File: config.mk
export PLATFORM = sky130hd
export DESIGN_NAME = axis_up_shift
export DESIGN_NICKNAME = d
export VERILOG_FILES = /design/src/rtl/axis_up_shift_pkg.sv /design/src/rtl/axis_up_shift.sv
export SDC_FILE = /design/constraint.sdc
export NUM_CORES = 1
export LEC_CHECK = 0
export BUFFER_PORTS_ARGS = -buffer_cell sky130_fd_sc_hd__buf_2
export CAP_MARGIN = 10
export CORE_ASPECT_RATIO = 0.7
export CORE_MARGIN = 2
export CORE_UTILIZATION = 50
export CTS_CLUSTER_SIZE = 20
export DETAILED_ROUTE_END_ITERATION = 7
export PLACE_DENSITY = 0.86
export SETUP_SLACK_MARGIN = 0.5
export SYNTH_ARGS = -nofsm -noshare
export SYNTH_HDL_FRONTEND = slang
export SYNTH_SLANG_ARGS = --single-unit
File: constraint.sdc
create_clock -name aclk -period 2.55 [get_ports aclk]
set_input_delay 0 -clock aclk [delete_from_list [all_inputs] [get_ports aclk]]
set_output_delay 0 -clock aclk [all_outputs]
set_load 0.03 [all_outputs]
File: src/rtl/axis_up_shift_pkg.sv
// Shared types for the AXI4-Stream width up-converter.
package axis_up_shift_pkg;

  // FILL: word under construction (out tvalid low); FULL: word presented downstream.
  typedef enum logic {
    UP_FILL = 1'b0,
    UP_FULL = 1'b1
  } up_state_e;

endpackage

File: src/rtl/axis_up_shift.sv
// AXI4-Stream up-converter: packs S narrow beats into one wide beat, first beat in lane 0.
// One word register serves as both accumulator and output stage.
module axis_up_shift
  import axis_up_shift_pkg::*;
#(
  parameter int N = 4,
  parameter int S = 4,
  parameter int I = 1,
  parameter int D = 1,
  parameter int U = 1
) (
  input  logic             aclk,
  input  logic             areset,
  input  logic             axis_in_tvalid,
  output logic             axis_in_tready,
  input  logic [N*8/S-1:0] axis_in_tdata,
  input  logic             axis_in_tlast,
  input  logic [I-1:0]     axis_in_tid,
  input  logic [D-1:0]     axis_in_tdest,
  input  logic [U-1:0]     axis_in_tuser,
  output logic             axis_out_tvalid,
  input  logic             axis_out_tready,
  output logic [8*N-1:0]   axis_out_tdata,
  output logic [N-1:0]     axis_out_tkeep,
  output logic             axis_out_tlast,
  output logic [I-1:0]     axis_out_tid,
  output logic [D-1:0]     axis_out_tdest,
  output logic [U-1:0]     axis_out_tuser
);

  localparam int N_IN  = N / S;
  localparam int W     = N_IN * 8;
  localparam int IDX_W = (S > 1) ? $clog2(S) : 1;

  if (S < 2) begin : g_bad_s
    $fatal(1, "axis_up_shift: S must be greater than 1");
  end
  if (N % S != 0) begin : g_bad_ns
    $fatal(1, "axis_up_shift: N must be a multiple of S");
  end

  // Handshake: a beat transfers on a rising aclk edge where tvalid & tready are both 1.
  // Sources hold tvalid and payload stable until transfer; axis_in_tready never looks
  // at axis_in_tvalid, so there is no combinational loop through this block.

  up_state_e        state, state_nxt;
  logic [IDX_W-1:0] idx;
  logic [8*N-1:0]   tdata_q, tdata_nxt;
  logic [N-1:0]     tkeep_q, tkeep_nxt;
  logic [U-1:0]     tuser_q, tuser_nxt;
  logic             tlast_q;
  logic [I-1:0]     tid_q;
  logic [D-1:0]     tdest_q;
  logic             accept;
  logic             first_beat;
  logic             complete;

  assign axis_out_tvalid = (state == UP_FULL);
  assign axis_in_tready  = ~axis_out_tvalid | axis_out_tready;
  assign accept          = axis_in_tvalid & axis_in_tready;
  assign first_beat      = (idx == '0);
  assign complete        = accept & ((idx == IDX_W'(S - 1)) | axis_in_tlast);

  always_ff @(posedge aclk) begin
    if (areset) begin
      state <= UP_FILL;
    end else begin
      state <= state_nxt;
    end
  end

  always_comb begin
    state_nxt = state;
    case (state)
      UP_FILL: if (complete) state_nxt = UP_FULL;
      UP_FULL: begin
        if (complete) begin
          state_nxt = UP_FULL;
        end else if (axis_out_tready) begin
          state_nxt = UP_FILL;
        end
      end
      default: state_nxt = UP_FILL;
    endcase
  end

  // A first beat starts from a clean word so short packets leave unused lanes zero.
  always_comb begin
    tdata_nxt = first_beat ? '0 : tdata_q;
    tkeep_nxt = first_beat ? '0 : tkeep_q;
    tuser_nxt = first_beat ? '0 : tuser_q;
    for (int l = 0; l < S; l++) begin
      if (idx == IDX_W'(l)) begin
        tdata_nxt[l*W +: W]       = axis_in_tdata;
        tkeep_nxt[l*N_IN +: N_IN] = '1;
      end
    end
    tuser_nxt = tuser_nxt | axis_in_tuser;
  end

  always_ff @(posedge aclk) begin
    if (areset) begin
      idx     <= '0;
      tdata_q <= '0;
      tkeep_q <= '0;
      tuser_q <= '0;
      tlast_q <= 1'b0;
      tid_q   <= '0;
      tdest_q <= '0;
    end else if (accept) begin
      tdata_q <= tdata_nxt;
      tkeep_q <= tkeep_nxt;
      tuser_q <= tuser_nxt;
      if (first_beat) begin
        tid_q   <= axis_in_tid;
        tdest_q <= axis_in_tdest;
      end
      if (complete) begin
        tlast_q <= axis_in_tlast;
        idx     <= '0;
      end else begin
        idx <= idx + IDX_W'(1);
      end
    end
  end

  assign axis_out_tdata = tdata_q;
  assign axis_out_tkeep = tkeep_q;
  assign axis_out_tlast = tlast_q;
  assign axis_out_tid   = tid_q;
  assign axis_out_tdest = tdest_q;
  assign axis_out_tuser = tuser_q;

endmodule

==> impl_metrics.yaml <==
outcome:
  outcome: "complete, no violations"
timing:
  period_share_pct: 66.2
  fmax_ghz: 0.593
  slew_violations: 0
  layout_setup_ws_ns: 0.862
  rsz0062_at_grt: "no"
  tightestPinTransition_ns: 0.463
  relSlewSlack_pct: 68.7
  clock-skew-final_ns: 0.00558
  post-route-min-period_ns: 1.69
  finalSetupViolations: 0
  tns_ns: 0
  hold_violations: 0
clock_network:
  cts_tree: "yes"
  htree_num_levels: 2
  cts_buffers: 5
  postCtsHoldBufs: 10
  cts.sinks: 43
  worstSkewPairLatency_ns: 0.30
  cts_resized: 0
  post_cts_buffers: 0
  clkTransAtPathRegs_ns: 0.08
  ctsRootBufferMaster: "clkbuf_8"
  clockBufferDepth: 2
job:
  drv_cap: 0
placed_design:
  dp_hpwl_um: 2770
  dpl_worst_slack_ns: 0.867
  port_buffers: 57
  gp_congestion: 0.903
  place_area_mm2: 0.00195
final_layout:
  layout_common_cells: "57 x buf_2, 43 x dfxtp_1, 16 x a22o_1"
  diodes: 0
  drive_above_1_share_pct: 34.5
  syn2layout_area_growth_pct: 25.6
  final_common_cell: "buf_2"
  final_cell_area_mm2: 0.00213
  fin_util_pct: 66.9
  layout.nets: 248
critical_path:
  cp-start-kind: "flop"
  cp.required_ns: 2.78
  cp_max_fo: 18
  critical_path_buf_inv_count: 1
  endpoint_kind: "flop"
  critical_path.top_delay_family: "simple AND/OR/NAND/NOR gates"
  cp_slowest_cell: "or3_1"
  path_cells: "inv_1 > ha_1 > nand2b_2 > or3_1 > a21oi_1"
  critPathMaxStageDelay_ns: 0.39
  crit_type: "flop to flop"
  critPathArrivalTime_ns: 1.92
route:
  drt-initial-drc-count: 109
  num_vias: 1519
  drt-total-wl_um: 4000
  via_per_inst: 5.69
  drtPass1Iterations: 4
  ant_nets: 0
  drc: 0
  drt-wirelength-per-cell_um: 15.0
power:
  p_total_mw: 1.29
  p_leak_nw: 0.949
  max-vdd-ir-drop_v: 0.000406
  p_sw_mw: 0.344
  p_comb_share_pct: 13.4
  p_seq_share_pct: 54.6
  internal_power_mw: 0.944
  clkPwrFrac_pct: 32.0
  netSwitchingFraction_pct: 26.7
  powerDensity_mw_per_mm2: 604
floorplan:
  die_h_um: 52.8
  start_util_pct: 53.2
  dieArea_mm2: 0.00389
  fp.dieW_um: 73.7
  core_area_mm2: 0.00319
  rows: 17
  ioPinCount: 58
global_route:
  grt_start_max_net_pins: 27
  antenna_found_initial: 0
  grt_pass1_wl_um: 6270
  grt_overflow: 0
  grt_pass1_vias: 1328
  grt_util_all_layers_pct: 22.2
synthesis:
  synth_warnings: 0
  synth-seq-cells: 43
  synth_cells: 168
  ys_types: 28
  ys_seq_area_share_pct: 50.7
  syn_nets: 188
  synth_area_mm2: 0.00170
  synth.avg_cell_area_um2: 10.1
hold_path:
  hold_path.class: "input pin to flop"
==> path summary, 6_finish.rpt <==
path	startpoint	to	slack, ns	depth (start not counted)
worst max-delay path	idx[0]	axis_out_tdata[26]	0.86	5
worst min register to register	axis_out_tkeep[0]	axis_out_tkeep[0]	0.46	2
worst min-delay path	axis_in_tvalid	axis_out_tuser	0.08	3
worst max register to register	idx[0]	axis_out_tdata[26]	0.86	5
==> routing by layer <==
| metal | up-vias | global-route usage (%) | wire length (um) |
|---|---|---|---|
| met1 | 703 | 29.0 | 1890 |
| met2 | 65 | 32.1 | 1740 |
| li1 | 743 | - | - |
| met3 | 8 | 6.54 | 296 |
| met5 | - | 0 | 0 |
| met4 | 0 | 13.3 | 66 |
==> power groups by stage <==
stage | logic (mW) | registers, mW | clock network (mW)
after floorplan | 0.0746 | 0.756 | 0
after global placement | 0.158 | 0.718 | 0
after detailed placement | 0.160 | 0.718 | 0
after CTS | 0.172 | 0.703 | 0.420
after global routing | 0.188 | 0.705 | 0.445
final | 0.173 | 0.703 | 0.412
==> cell usage after synthesis <==
library cell | n | area (um2)
nand3_1 | 2 | 10.0
clkbuf_1 | 2 | 7.51
nand3_2 | 1 | 10.0
nor2b_4 | 1 | 13.8
nand4_1 | 2 | 12.5
dfxtp_1 | 43 | 861
and4_1 | 2 | 17.5
nor4b_1 | 10 | 87.6
a31o_1 | 2 | 17.5
nand2_1 | 10 | 37.5
ha_1 | 4 | 50.1
or3b_1 | 1 | 8.76
a21oi_1 | 15 | 75.1
buf_4 | 1 | 7.51
or3_1 | 8 | 50.1
buf_1 | 1 | 3.75
clkbuf_2 | 1 | 5.00
inv_4 | 1 | 6.26
o31a_1 | 2 | 17.5
inv_2 | 1 | 3.75
nand2b_2 | 1 | 8.76
nor2_1 | 3 | 11.3
o21ai_0 | 14 | 70.1
a31o_2 | 10 | 87.6
buf_2 | 8 | 40.0
buf_6 | 2 | 22.5
a22o_1 | 16 | 140
inv_1 | 4 | 15.0
==> metrics by stage <==
step / cells / hold WS, ns
after floorplan: 168 / 0.126
after global placement: 249 / 0.269
after detailed placement: 249 / 0.269
after CTS: 267 / 0.0593
after global routing: 267 / 0.106
final: 267 / 0.0758
==> layout make-up <==
cell class	count	area (um2)
timing repair buffer	68	393
clock inverter	1	5.00
tap	38	47.5
sequential	43	861
fill	257	1060
inverter	6	25.0
clock buffer	7	76.3
multi-input combinational	104	726
==> sequential cells by signal (all words and copies together) (netlist names) <==
signal and cells:
axis_out_tid 1, axis_out_tdest 1, axis_out_tkeep 4, axis_out_tdata 32, idx 2, axis_out_tlast 1, axis_out_tuser 1, axis_out_tvalid 1
==> worst reg2reg max path: stages (launching register included) <==
cell      delay [ns]
dfxtp_1         0.38
inv_1           0.09
ha_1            0.31
nand2b_2        0.30
or3_1           0.40
a21oi_1         0.15
==> kinds of logic after synthesis <==
logic type | count (synthesis) | share of synthesized area, %
and+or+nand+nor | 41 | 15.8
AOI/OAI and AO/OA | 59 | 24.0
DFF | 43 | 50.7
buffers and inverters | 21 | 6.56
adders and majority gates | 4 | 2.95
(Power assumes the default switching activity.)
